===== src/rtl/sync_fifo_flags_if.sv =====
// Handshake bundle for sync_fifo_flags: producer/consumer side is master, FIFO is slave.
interface sync_fifo_flags_if #(
  parameter int DATA_WIDTH = 8,
  parameter int DATA_DEPTH = 16
);
  localparam int AW = $clog2(DATA_DEPTH);

  logic                  wr_en;
  logic [DATA_WIDTH-1:0] data_in;
  logic                  rd_en;
  logic [DATA_WIDTH-1:0] data_out;
  logic                  empty;
  logic                  full;
  logic                  almost_full;
  logic                  almost_empty;
  logic [AW:0]           data_count;
  logic                  overflow;
  logic                  underflow;

  modport master (
    output wr_en, data_in, rd_en,
    input  data_out, empty, full, almost_full, almost_empty, data_count, overflow, underflow
  );

  modport slave (
    input  wr_en, data_in, rd_en,
    output data_out, empty, full, almost_full, almost_empty, data_count, overflow, underflow
  );
endinterface


===== src/rtl/sync_fifo_flags.sv =====
// Single-clock FIFO with extended pointers, programmable almost flags, occupancy,
// overflow/underflow pulses and optional first-word-fall-through read port.
module sync_fifo_flags #(
  parameter int DATA_WIDTH = 8,
  parameter int DATA_DEPTH = 16,
  parameter int AF_LEVEL   = DATA_DEPTH - 2,
  parameter int AE_LEVEL   = 2,
  parameter int FWFT       = 0
) (
  input logic               clk,
  input logic               rst_n,
  sync_fifo_flags_if.slave  fifo_if
);
  localparam int AW = $clog2(DATA_DEPTH);

  logic [DATA_WIDTH-1:0] mem [DATA_DEPTH];
  logic [AW:0]           wr_ptr_q, wr_ptr_d, rd_ptr_q, rd_ptr_d, count;
  logic                  ovf_q, ovf_d, udf_q, udf_d;
  logic                  rd_ok, wr_ok, empty, full;

  assign count = wr_ptr_q - rd_ptr_q;
  assign empty = (count == '0);
  assign full  = (count == (AW+1)'(DATA_DEPTH));

  // A read retiring in the same cycle frees a slot, so a write at full still lands.
  assign rd_ok = fifo_if.rd_en & ~empty;
  assign wr_ok = fifo_if.wr_en & (~full | rd_ok);

  always_comb begin
    wr_ptr_d = wr_ptr_q;
    rd_ptr_d = rd_ptr_q;
    if (wr_ok) wr_ptr_d = wr_ptr_q + 1'b1;
    if (rd_ok) rd_ptr_d = rd_ptr_q + 1'b1;
    ovf_d = fifo_if.wr_en & ~wr_ok;
    udf_d = fifo_if.rd_en & ~rd_ok;
  end

  always_ff @(posedge clk or negedge rst_n) begin
    if (!rst_n) begin
      wr_ptr_q <= '0;
      rd_ptr_q <= '0;
      ovf_q    <= 1'b0;
      udf_q    <= 1'b0;
    end else begin
      wr_ptr_q <= wr_ptr_d;
      rd_ptr_q <= rd_ptr_d;
      ovf_q    <= ovf_d;
      udf_q    <= udf_d;
    end
  end

  always_ff @(posedge clk) begin
    if (wr_ok) mem[wr_ptr_q[AW-1:0]] <= fifo_if.data_in;
  end

  generate
    if (FWFT != 0) begin : g_fwft
      assign fifo_if.data_out = empty ? '0 : mem[rd_ptr_q[AW-1:0]];
    end else begin : g_std
      logic [DATA_WIDTH-1:0] dout_q, dout_d;
      assign dout_d = rd_ok ? mem[rd_ptr_q[AW-1:0]] : dout_q;
      always_ff @(posedge clk or negedge rst_n) begin
        if (!rst_n) dout_q <= '0;
        else        dout_q <= dout_d;
      end
      assign fifo_if.data_out = dout_q;
    end
  endgenerate

  assign fifo_if.empty        = empty;
  assign fifo_if.full         = full;
  assign fifo_if.almost_full  = (count >= (AW+1)'(AF_LEVEL));
  assign fifo_if.almost_empty = (count <= (AW+1)'(AE_LEVEL));
  assign fifo_if.data_count   = count;
  assign fifo_if.overflow     = ovf_q;
  assign fifo_if.underflow    = udf_q;
endmodule


===== src/flat_wrapper.sv =====
// flat-port wrapper written by rule: the top's interface ports become plain ports
module sync_fifo_flags_flat 
#(
  parameter int DATA_WIDTH = 8,
  parameter int DATA_DEPTH = 16,
  parameter int AF_LEVEL   = DATA_DEPTH - 2,
  parameter int AE_LEVEL   = 2,
  parameter int FWFT       = 0
)
  (clk, rst_n, fifo_if_wr_en, fifo_if_data_in, fifo_if_rd_en, fifo_if_data_out, fifo_if_empty, fifo_if_full, fifo_if_almost_full, fifo_if_almost_empty, fifo_if_data_count, fifo_if_overflow, fifo_if_underflow);
  sync_fifo_flags_if #(.DATA_WIDTH(DATA_WIDTH), .DATA_DEPTH(DATA_DEPTH)) fifo_if_i ();
  input logic clk;
  input logic rst_n;
  input wire logic [$bits(fifo_if_i.wr_en)-1:0] fifo_if_wr_en;
  input wire logic [$bits(fifo_if_i.data_in)-1:0] fifo_if_data_in;
  input wire logic [$bits(fifo_if_i.rd_en)-1:0] fifo_if_rd_en;
  output wire logic [$bits(fifo_if_i.data_out)-1:0] fifo_if_data_out;
  output wire logic [$bits(fifo_if_i.empty)-1:0] fifo_if_empty;
  output wire logic [$bits(fifo_if_i.full)-1:0] fifo_if_full;
  output wire logic [$bits(fifo_if_i.almost_full)-1:0] fifo_if_almost_full;
  output wire logic [$bits(fifo_if_i.almost_empty)-1:0] fifo_if_almost_empty;
  output wire logic [$bits(fifo_if_i.data_count)-1:0] fifo_if_data_count;
  output wire logic [$bits(fifo_if_i.overflow)-1:0] fifo_if_overflow;
  output wire logic [$bits(fifo_if_i.underflow)-1:0] fifo_if_underflow;
  assign fifo_if_i.wr_en = fifo_if_wr_en;
  assign fifo_if_i.data_in = fifo_if_data_in;
  assign fifo_if_i.rd_en = fifo_if_rd_en;
  assign fifo_if_data_out = fifo_if_i.data_out;
  assign fifo_if_empty = fifo_if_i.empty;
  assign fifo_if_full = fifo_if_i.full;
  assign fifo_if_almost_full = fifo_if_i.almost_full;
  assign fifo_if_almost_empty = fifo_if_i.almost_empty;
  assign fifo_if_data_count = fifo_if_i.data_count;
  assign fifo_if_overflow = fifo_if_i.overflow;
  assign fifo_if_underflow = fifo_if_i.underflow;
  sync_fifo_flags #(.DATA_WIDTH(DATA_WIDTH), .DATA_DEPTH(DATA_DEPTH), .AF_LEVEL(AF_LEVEL), .AE_LEVEL(AE_LEVEL), .FWFT(FWFT)) u_core (.clk(clk), .rst_n(rst_n), .fifo_if(fifo_if_i));
endmodule

===== config.mk =====
export PLATFORM = sky130hd
export DESIGN_NAME = sync_fifo_flags_flat
export DESIGN_NICKNAME = d
export VERILOG_FILES = /design/src/rtl/sync_fifo_flags_if.sv /design/src/rtl/sync_fifo_flags.sv /design/src/flat_wrapper.sv
export SDC_FILE = /design/constraint.sdc
export NUM_CORES = 1
export LEC_CHECK = 0
export CORE_MARGIN = 10
export CORE_UTILIZATION = 45
export DETAILED_ROUTE_END_ITERATION = 12
export SYNTH_ARGS = -nofsm -noshare
export SYNTH_HDL_FRONTEND = slang
export SYNTH_SLANG_ARGS = --single-unit

===== constraint.sdc =====
create_clock -name clk -period 6.05 [get_ports clk]
set_input_delay 1.21 -clock clk [delete_from_list [all_inputs] [get_ports clk]]
set_output_delay 1.21 -clock clk [all_outputs]
set_load 0.05 [all_outputs]

==> results of run 1 <==
## layout by cell type, fill, tap and decap left out, drive strengths merged, types with 3 or more instances in the layout
master           n
buf             11
bufinv           3
clkdlybuf4s50   30
ha               9
nand2b           3
nand2           14
mux4            32
nor3            11
clkbuf          19
nor4             4
edfxtp         128
nor2            11
clkinv           6
inv             14
xor2             3
dfrtp           20
xnor2            9
mux2            10
a22oi           16
## cells by family (layout without fill, tap and decap cells)
logic type / count (synthesis) / count (layout) / share of synthesized area, %
flip-flops: 148 / 148 / 72.5
AND/OR/NAND/NOR: 49 / 49 / 3.89
multiplexers: 43 / 43 / 14.1
AO/OA/AOI/OAI: 28 / 28 / 3.64
buffers and inverters: 24 / 84 / 1.78
XOR/XNOR: 12 / 12 / 1.88
adder cells (fa/ha/maj): 10 / 10 / 2.21
## registers in the layout (all words and copies together), names as in the netlist
signal and count:
u_core.wr_ptr_q 5, u_core.fifo_if.data_out 8, u_core.mem 128, u_core.rd_ptr_q 5
u_core.fifo_if.underflow 1, u_core.fifo_if.overflow 1
## power groups by stage
stage / Sequential, mW / Combinational [mW] / Clock [mW]
2_1_floorplan: 1.45 / 1.22 / 0
3_3_place_gp: 1.37 / 1.83 / 0
3_5_place_dp: 1.37 / 1.85 / 0
4_1_cts: 1.35 / 1.85 / 1.06
5_1_grt: 1.37 / 1.96 / 1.12
6_report: 1.35 / 1.82 / 1.05
## area by class of cell
type	count	area share, %
Clock inverter	13	2.15
Sequential cell	148	60.7
Multi-Input combinational cell	142	22.1
Tap cell	176	3.08
Timing Repair Buffer	41	5.35
Clock buffer	19	6.05
Inverter	11	0.577
## Yosys cell counts, types with 2 or more instances
| library cell | instances |
|---|---|
| buf_2 | 4 |
| nor4_1 | 4 |
| dfrtp_1 | 20 |
| nor2_1 | 11 |
| nand2b_1 | 3 |
| nand2_1 | 14 |
| mux4_2 | 32 |
| xnor2_1 | 9 |
| a21oi_1 | 2 |
| inv_1 | 10 |
| ha_1 | 9 |
| xor2_1 | 2 |
| nor3_1 | 11 |
| o31ai_1 | 2 |
| mux2_2 | 10 |
| and2_1 | 2 |
| edfxtp_1 | 128 |
| a22oi_1 | 16 |
| clkbuf_1 | 6 |
## how the worst max path moves through the flow
stage | depth (start not counted) | slack (ns) | end
4_1_cts | 9 | 1.09 | fifo_if_almost_empty
2_1_floorplan | 8 | 0.44 | fifo_if_almost_empty
3_3_place_gp | 9 | 1.71 | fifo_if_almost_empty
5_1_grt | 9 | 0.91 | fifo_if_almost_empty
6_report | 9 | 1.14 | fifo_if_almost_empty
3_5_place_dp | 9 | 1.55 | fifo_if_almost_empty
## per-layer routing
metal | wire length, um | GRT usage [%] | up-vias
met3 | 537 | 4.38 | 8
li1 | - | - | 1354
met5 | 0 | 0 | -
met2 | 5920 | 22.4 | 66
met1 | 5470 | 17.7 | 1521
met4 | 119 | 4.31 | 0
==> results.cfg, run 1 <==
[status]
status = finished clean

[place]
port_buffers = 30
place.gp.congestion = 0.779
hpwlAfterDp_mm = 7.62
dp_slack_ns = 1.55
dp_cells = 518
placed_cell_area_mm2 = 0.00657

[hold_path]
worstHoldPathCells = 1
worstHoldStart = u_core.wr_ptr_q[4]
min_path_type = reg -> reg
hold_path_end = u_core.wr_ptr_q[4]

[cells_and_area]
antenna_cells = 0
utilization_pct = 54.5
fillers = 1025
multi_input_area_mm2 = 0.00158
regArea_mm2 = 0.00435
nNetsFinal = 383
final_cell_area_mm2 = 0.00716
fin_cells = 550
drive_gt1_share_pct = 25.7
areaGrowthSynthToFinish_pct = 19.5

[worst_setup_path]
cp_data_required_time_ns = 4.84
cp_top_family = buffers and inverters
crit_chain = inv_1 > ha_1 > fa_1 > nand2b_1 > a21oi_1 > xor2_2 > inv_2 > a2111oi_0 > clkdlybuf4s50_1
rrSetupSlack_ns = 2.18
startpoint_type = flop
end_kind = primary output
reg2reg_depth = 8
arrival_ns = 3.70
slowest_delay_ns = 0.89
r2r_end = u_core.mem[7][0]
cp-startpoint = u_core.wr_ptr_q[0]
r2r-start = u_core.wr_ptr_q[0]
worstSetupPathType = reg -> out
critical_path.slowest_cell = clkdlybuf4s50_1
crit_buf_inv = 3
crit_fanout = 8

[floorplan]
rows = 42
die_w_um = 135
die-height_um = 135
core_mm2 = 0.0131
die_area_mm2 = 0.0183
io_pins = 31
initial_core_util_pct = 45.6

[cts]
root_buffer = clkbuf_16
cts_resized = 0
postCtsHoldBufs = 0
post_cts.repair.setup_buffers = 0
cts_made_buffers = 17
cts_tree = yes
cts_sinks = 148
clk_pin_slew_ns = 0.06
h-tree-depth = 4
clk_latency_ns = 0.41
ctsLongestPathBuffers = 2

[synthesis]
ys_ff_latch = 148
synth_top_area_share_pct = 64.2
yosysSeqAreaShare_pct = 72.5
synth_area_mm2 = 0.00599
syn_nets = 336
synth_edf_count = 128
synth_ff_type = edfxtp_1
yosys.area.top_type = edfxtp_1
synth_warnings = 0
avgSynthCellArea_um2 = 19.1
yosys-top-cells-area = edfxtp_1 64%, mux4_2 12%, dfrtp_1 8.4%
async_flop_share_pct = 13.5
syn_inst = 314
synth.distinct_cells = 38

[grt]
grt_overflow = 0
first_global_vias = 3114
antenna_found_initial = 0
grt_pass1_wl_mm = 18.4
grt_max_degree = 37
gr-usage-all-layers_pct = 13.9

[pwr]
powerDensity_mw_per_mm2 = 589
irDropWorstVdd_mv = 0.269
internal-power_mw = 2.59
finalPower_mw = 4.22
switching_share_pct = 38.6
p_clk_share_pct = 24.8
power_frac_seq_pct = 32.1
combinationalPowerShare_pct = 43.1
power.switching_mw = 1.63
p_leak_nw = 2.45

[timing]
worst_slack_ns = 1.14
grt_setup_unrepaired = no
drv_slew = 0
max_freq_ghz = 0.204
hold_viol = 0
finalSetupViolCount = 0
period_share_pct = 81.1
min_period_ns = 4.91
timing.hold.ws_ns = 0.502
relSlewSlack_pct = 32.4
tns_ns = 0
finalClockSkew_ns = 0.00564
tightest_slew_ns = 1.01

[drt]
wirelength_mm = 12.0
via_per_inst = 5.36
dr.first_iter.drc_count = 218
dr.pass1.iters = 4
remaining_drc_errors = 0
ant_nets = 0
wl_per_cell_um = 21.9
vias = 2949

[flow_run]
maxCapViolCount = 0
Note: power is estimated with default switching activity, not from simulation.
==> inputs of run 2 (changes only) <==
==> constraint.sdc (replaced) <==
create_clock -name clk -period 5.1 [get_ports clk]
set_input_delay 1.02 -clock clk [delete_from_list [all_inputs] [get_ports clk]]
set_output_delay 1.02 -clock clk [all_outputs]
set_load 0.05 [all_outputs]
==> results.cfg, run 2 (synthesis gave the netlist of run 1 again) <==
[worst_setup_path]
arrival_ns = 3.60
crit_chain = inv_1 > ha_1 > fa_1 > nand2b_1 > a21oi_1 > xor2_2 > inv_2 > a2111oi_1 > clkdlybuf4s50_1
critical_path.slowest_cell = clkdlybuf4s50_1
slowest_delay_ns = 0.88
rrSetupSlack_ns = 1.75
worstSetupPathType = reg -> out
startpoint_type = flop
crit_fanout = 8
end_kind = primary output
cp_data_required_time_ns = 4.08

[floorplan]
rows = 42
die_w_um = 135
die_area_mm2 = 0.0183
io_pins = 31
initial_core_util_pct = 45.6
core_mm2 = 0.0131
die-height_um = 135

[timing]
finalSetupViolCount = 0
drv_slew = 0
relSlewSlack_pct = 32.8
finalClockSkew_ns = 0.00965
tns_ns = 0
hold_viol = 0
min_period_ns = 4.62
tightest_slew_ns = 1.00
period_share_pct = 90.7
worst_slack_ns = 0.475
max_freq_ghz = 0.216
grt_setup_unrepaired = no

[cts]
ctsLongestPathBuffers = 2
root_buffer = clkbuf_16
clk_latency_ns = 0.42
postCtsHoldBufs = 0
cts_tree = yes
post_cts.repair.setup_buffers = 0
cts_sinks = 148
clk_pin_slew_ns = 0.06
h-tree-depth = 4
cts_made_buffers = 17
cts_resized = 0

[drt]
dr.first_iter.drc_count = 347
wl_per_cell_um = 22.5
via_per_inst = 5.39
remaining_drc_errors = 0
vias = 2997
wirelength_mm = 12.5
dr.pass1.iters = 5
ant_nets = 0

[cells_and_area]
drive_gt1_share_pct = 23.7
layout_common_cells = 128 x edfxtp_1, 32 x mux4_2, 30 x clkdlybuf4s50_1
areaGrowthSynthToFinish_pct = 18.6
antenna_cells = 0
largest_register_ffs = 128
mostFrequentLayoutCell = edfxtp_1
nNetsFinal = 389
fillers = 1060

[grt]
first_global_vias = 3099
gr-usage-all-layers_pct = 14.7
gr-usage-met1_pct = 19.9
grt_use_met3_pct = 5.12
grt_max_degree = 37
grt_busiest_layer = met2
grt_pass1_wl_mm = 19.3
antenna_found_initial = 0
gr-usage-met2_pct = 21.9
grt_overflow = 0

[pwr]
powerDensity_mw_per_mm2 = 691
irDropWorstVdd_mv = 0.511
p_leak_nw = 2.44

[place]
port_buffers = 30
place.gp.congestion = 0.740
dp_slack_ns = 0.889
hpwlAfterDp_mm = 7.95

[status]
status = finished clean

[flow_run]
maxCapViolCount = 0

[hold_path]
min_path_type = reg -> reg
==> run 2: worst paths after layout <==
check	start	end	cells past startpoint
worst min-delay path	u_core.wr_ptr_q[4]	u_core.wr_ptr_q[4]	1
max in group asynchronous	rst_n	u_core.rd_ptr_q[0]	1
min in group asynchronous	rst_n	u_core.rd_ptr_q[4]	1
worst max-delay path	u_core.wr_ptr_q[0]	fifo_if_almost_empty	9
worst max register to register	u_core.wr_ptr_q[0]	u_core.mem[7][6]	9
worst min register to register	u_core.wr_ptr_q[4]	u_core.wr_ptr_q[4]	1
==> run 2: final cells by class <==
| cell class | count | area (um2) | area share, % |
|---|---|---|---|
| sequential | 148 | 4350 | 61.2 |
| multi-input combinational | 142 | 1540 | 21.7 |
| clock buffer | 22 | 444 | 6.25 |
| timing repair buffer | 47 | 428 | 6.02 |
| tap | 176 | 220 | 3.10 |
| clock inverter | 10 | 83.8 | 1.18 |
| inverter | 11 | 41.3 | 0.581 |
==> run 2: per-stage QoR <==
stage	instances	power (mW)	hold WS (ns)	instance area (um2)	utilization, %
after floorplan	314	3.17	0.465	5990	-
after global placement	524	3.82	0.479	6580	50.0
after detailed placement	524	3.85	0.485	6580	50.0
after CTS	556	4.97	0.497	7100	54.1
after global routing	556	5.17	0.499	7100	54.1
final	556	4.91	0.493	7100	54.1
==> run 2: report_power, final <==
group	internal, mW	switching (mW)	leakage (nW)
Clock	0.665	0.450	0.259
Sequential	1.51	0.0937	1.40
Combinational	0.812	1.38	0.783
==> run 2: layer usage <==
layer,vias to the layer above,wire length [um]
met1,1523,5300
met4,0,104
met5,-,0
met3,10,1050
met2,99,6060
li1,1365,-
==> run 2: worst max-delay path: cells and delay by family, from the launching register on <==
kind                       cells  cell delay (ns)
AOI/OAI and AO/OA              2             0.54
and+or+nand+nor                1             0.16
xor gates and xnor gates       1             0.32
buffers and inverters          3             1.14
adders and majority gates      2             0.62
DFF                            1             0.42
==> inputs of run 3 (changes only) <==
--- a/config.mk
+++ b/config.mk
@@ -6,8 +6,9 @@
 export NUM_CORES = 1
 export LEC_CHECK = 0
 export CORE_MARGIN = 10
-export CORE_UTILIZATION = 45
+export CORE_UTILIZATION = 59
 export DETAILED_ROUTE_END_ITERATION = 12
+export PLACE_DENSITY = 0.79
 export SYNTH_ARGS = -nofsm -noshare
 export SYNTH_HDL_FRONTEND = slang
 export SYNTH_SLANG_ARGS = --single-unit
==> results.cfg, run 3 (synthesis gave the netlist of run 1 again) <==
[drt]
via_per_inst = 6.28
dr.first_iter.drc_count = 426
dr.pass1.iters = 5
wirelength_mm = 13.0
vias = 3214
remaining_drc_errors = 0
wl_per_cell_um = 25.4
ant_nets = 0

[floorplan]
core_mm2 = 0.00982
io_pins = 31
die_area_mm2 = 0.0146
initial_core_util_pct = 61.0
die_w_um = 121
rows = 36
die-height_um = 121

[timing]
grt_setup_unrepaired = no
tightest_slew_ns = 0.992
relSlewSlack_pct = 33.3
tns_ns = 0
hold_viol = 0
finalClockSkew_ns = 0.00888
drv_slew = 0
finalSetupViolCount = 0
period_share_pct = 93.7
timing.hold.ws_ns = 0.499
min_period_ns = 4.78
max_freq_ghz = 0.209

[worst_setup_path]
critical_path.slowest_cell = clkdlybuf4s50_1
cp_top_family = buffers and inverters
slowest_delay_ns = 0.88
crit_fanout = 8
cp_data_required_time_ns = 4.08
crit_buf_inv = 3
arrival_ns = 3.76
worstSetupPathType = reg -> out
crit_chain = inv_1 > ha_1 > fa_1 > nand2b_1 > a21oi_1 > xor2_2 > inv_2 > a2111oi_1 > clkdlybuf4s50_1
startpoint_type = flop
end_kind = primary output

[flow_run]
maxCapViolCount = 0

[place]
place.gp.congestion = 0.880
hpwlAfterDp_mm = 8.02
port_buffers = 30

[pwr]
p_leak_nw = 2.45
irDropWorstVdd_mv = 0.690
powerDensity_mw_per_mm2 = 703

[cells_and_area]
areaGrowthSynthToFinish_pct = 18.6
multi_input_area_mm2 = 0.00156
layout_common_cells = 128 x edfxtp_1, 32 x mux4_2, 30 x clkdlybuf4s50_1
antenna_cells = 0
nNetsFinal = 388
fillers = 628
drive_gt1_share_pct = 25.1
regArea_mm2 = 0.00435
largest_register_ffs = 128
mostFrequentLayoutCell = edfxtp_1

[cts]
postCtsHoldBufs = 0
h-tree-depth = 4
ctsLongestPathBuffers = 2
clk_pin_slew_ns = 0.06
root_buffer = clkbuf_8
cts_tree = yes
cts_sinks = 148
clk_latency_ns = 0.51
cts_made_buffers = 17
post_cts.repair.setup_buffers = 0
cts_resized = 0

[grt]
antenna_found_initial = 0
grt_max_degree = 37
first_global_vias = 3348
grt_pass1_wl_mm = 20.4
grt_overflow = 0
gr-usage-all-layers_pct = 19.0

[hold_path]
min_path_type = reg -> reg

[status]
status = finished clean
[run 3: final cells by class]
cell class	instances	share of cell area, %
inverter	11	0.581
timing repair buffer	46	5.92
tap	133	2.34
clock inverter	13	2.10
multi-input combinational	142	21.9
clock buffer	19	5.94
sequential	148	61.2
[run 3: worst paths after layout]
kind	from	to	slack (ns)	cells after the start
min in group asynchronous	rst_n	u_core.wr_ptr_q[3]	1.03	1
worst max-delay path	u_core.wr_ptr_q[0]	fifo_if_almost_empty	0.32	9
max in group asynchronous	rst_n	u_core.rd_ptr_q[0]	3.43	1
worst min register to register	u_core.rd_ptr_q[4]	u_core.rd_ptr_q[4]	0.50	1
worst max register to register	u_core.wr_ptr_q[0]	u_core.mem[1][4]	0.98	10
worst min-delay path	u_core.rd_ptr_q[4]	u_core.rd_ptr_q[4]	0.50	1
[run 3: worst register-to-register path, stage by stage, from the launching register on]
cell     delay, ns
dfrtp_1       0.43
inv_1         0.11
ha_1          0.22
fa_1          0.41
xnor2_1       0.36
nor2_1        0.09
mux2i_1       0.76
nor3_1        0.10
buf_4         0.23
nor4_2        0.83
buf_4         0.30
[run 3: through the flow]
step	worst slack (ns)	total power, mW	std cells	cell area (um2)	util [%]
after floorplan	0.361	3.17	314	5990	-
after global placement	0.976	3.77	480	6530	66.5
after detailed placement	0.883	3.82	480	6530	66.5
after CTS	0.329	5.03	512	7100	72.3
after global routing	0.0768	5.22	512	7100	72.3
final	0.322	5.00	512	7100	72.3
[run 3: layer usage]
metal	global-route usage (%)	wire length, um	vias up
met5	0	0	-
met4	7.77	352	0
met3	4.61	839	36
met2	30.1	6620	178
met1	24.9	5180	1633
li1	-	-	1367
[run 3: power by group]
part	internal, mW	total (mW)	switching [mW]
combinational	0.805	2.20	1.40
sequential	1.51	1.62	0.108
clock	0.703	1.18	0.475
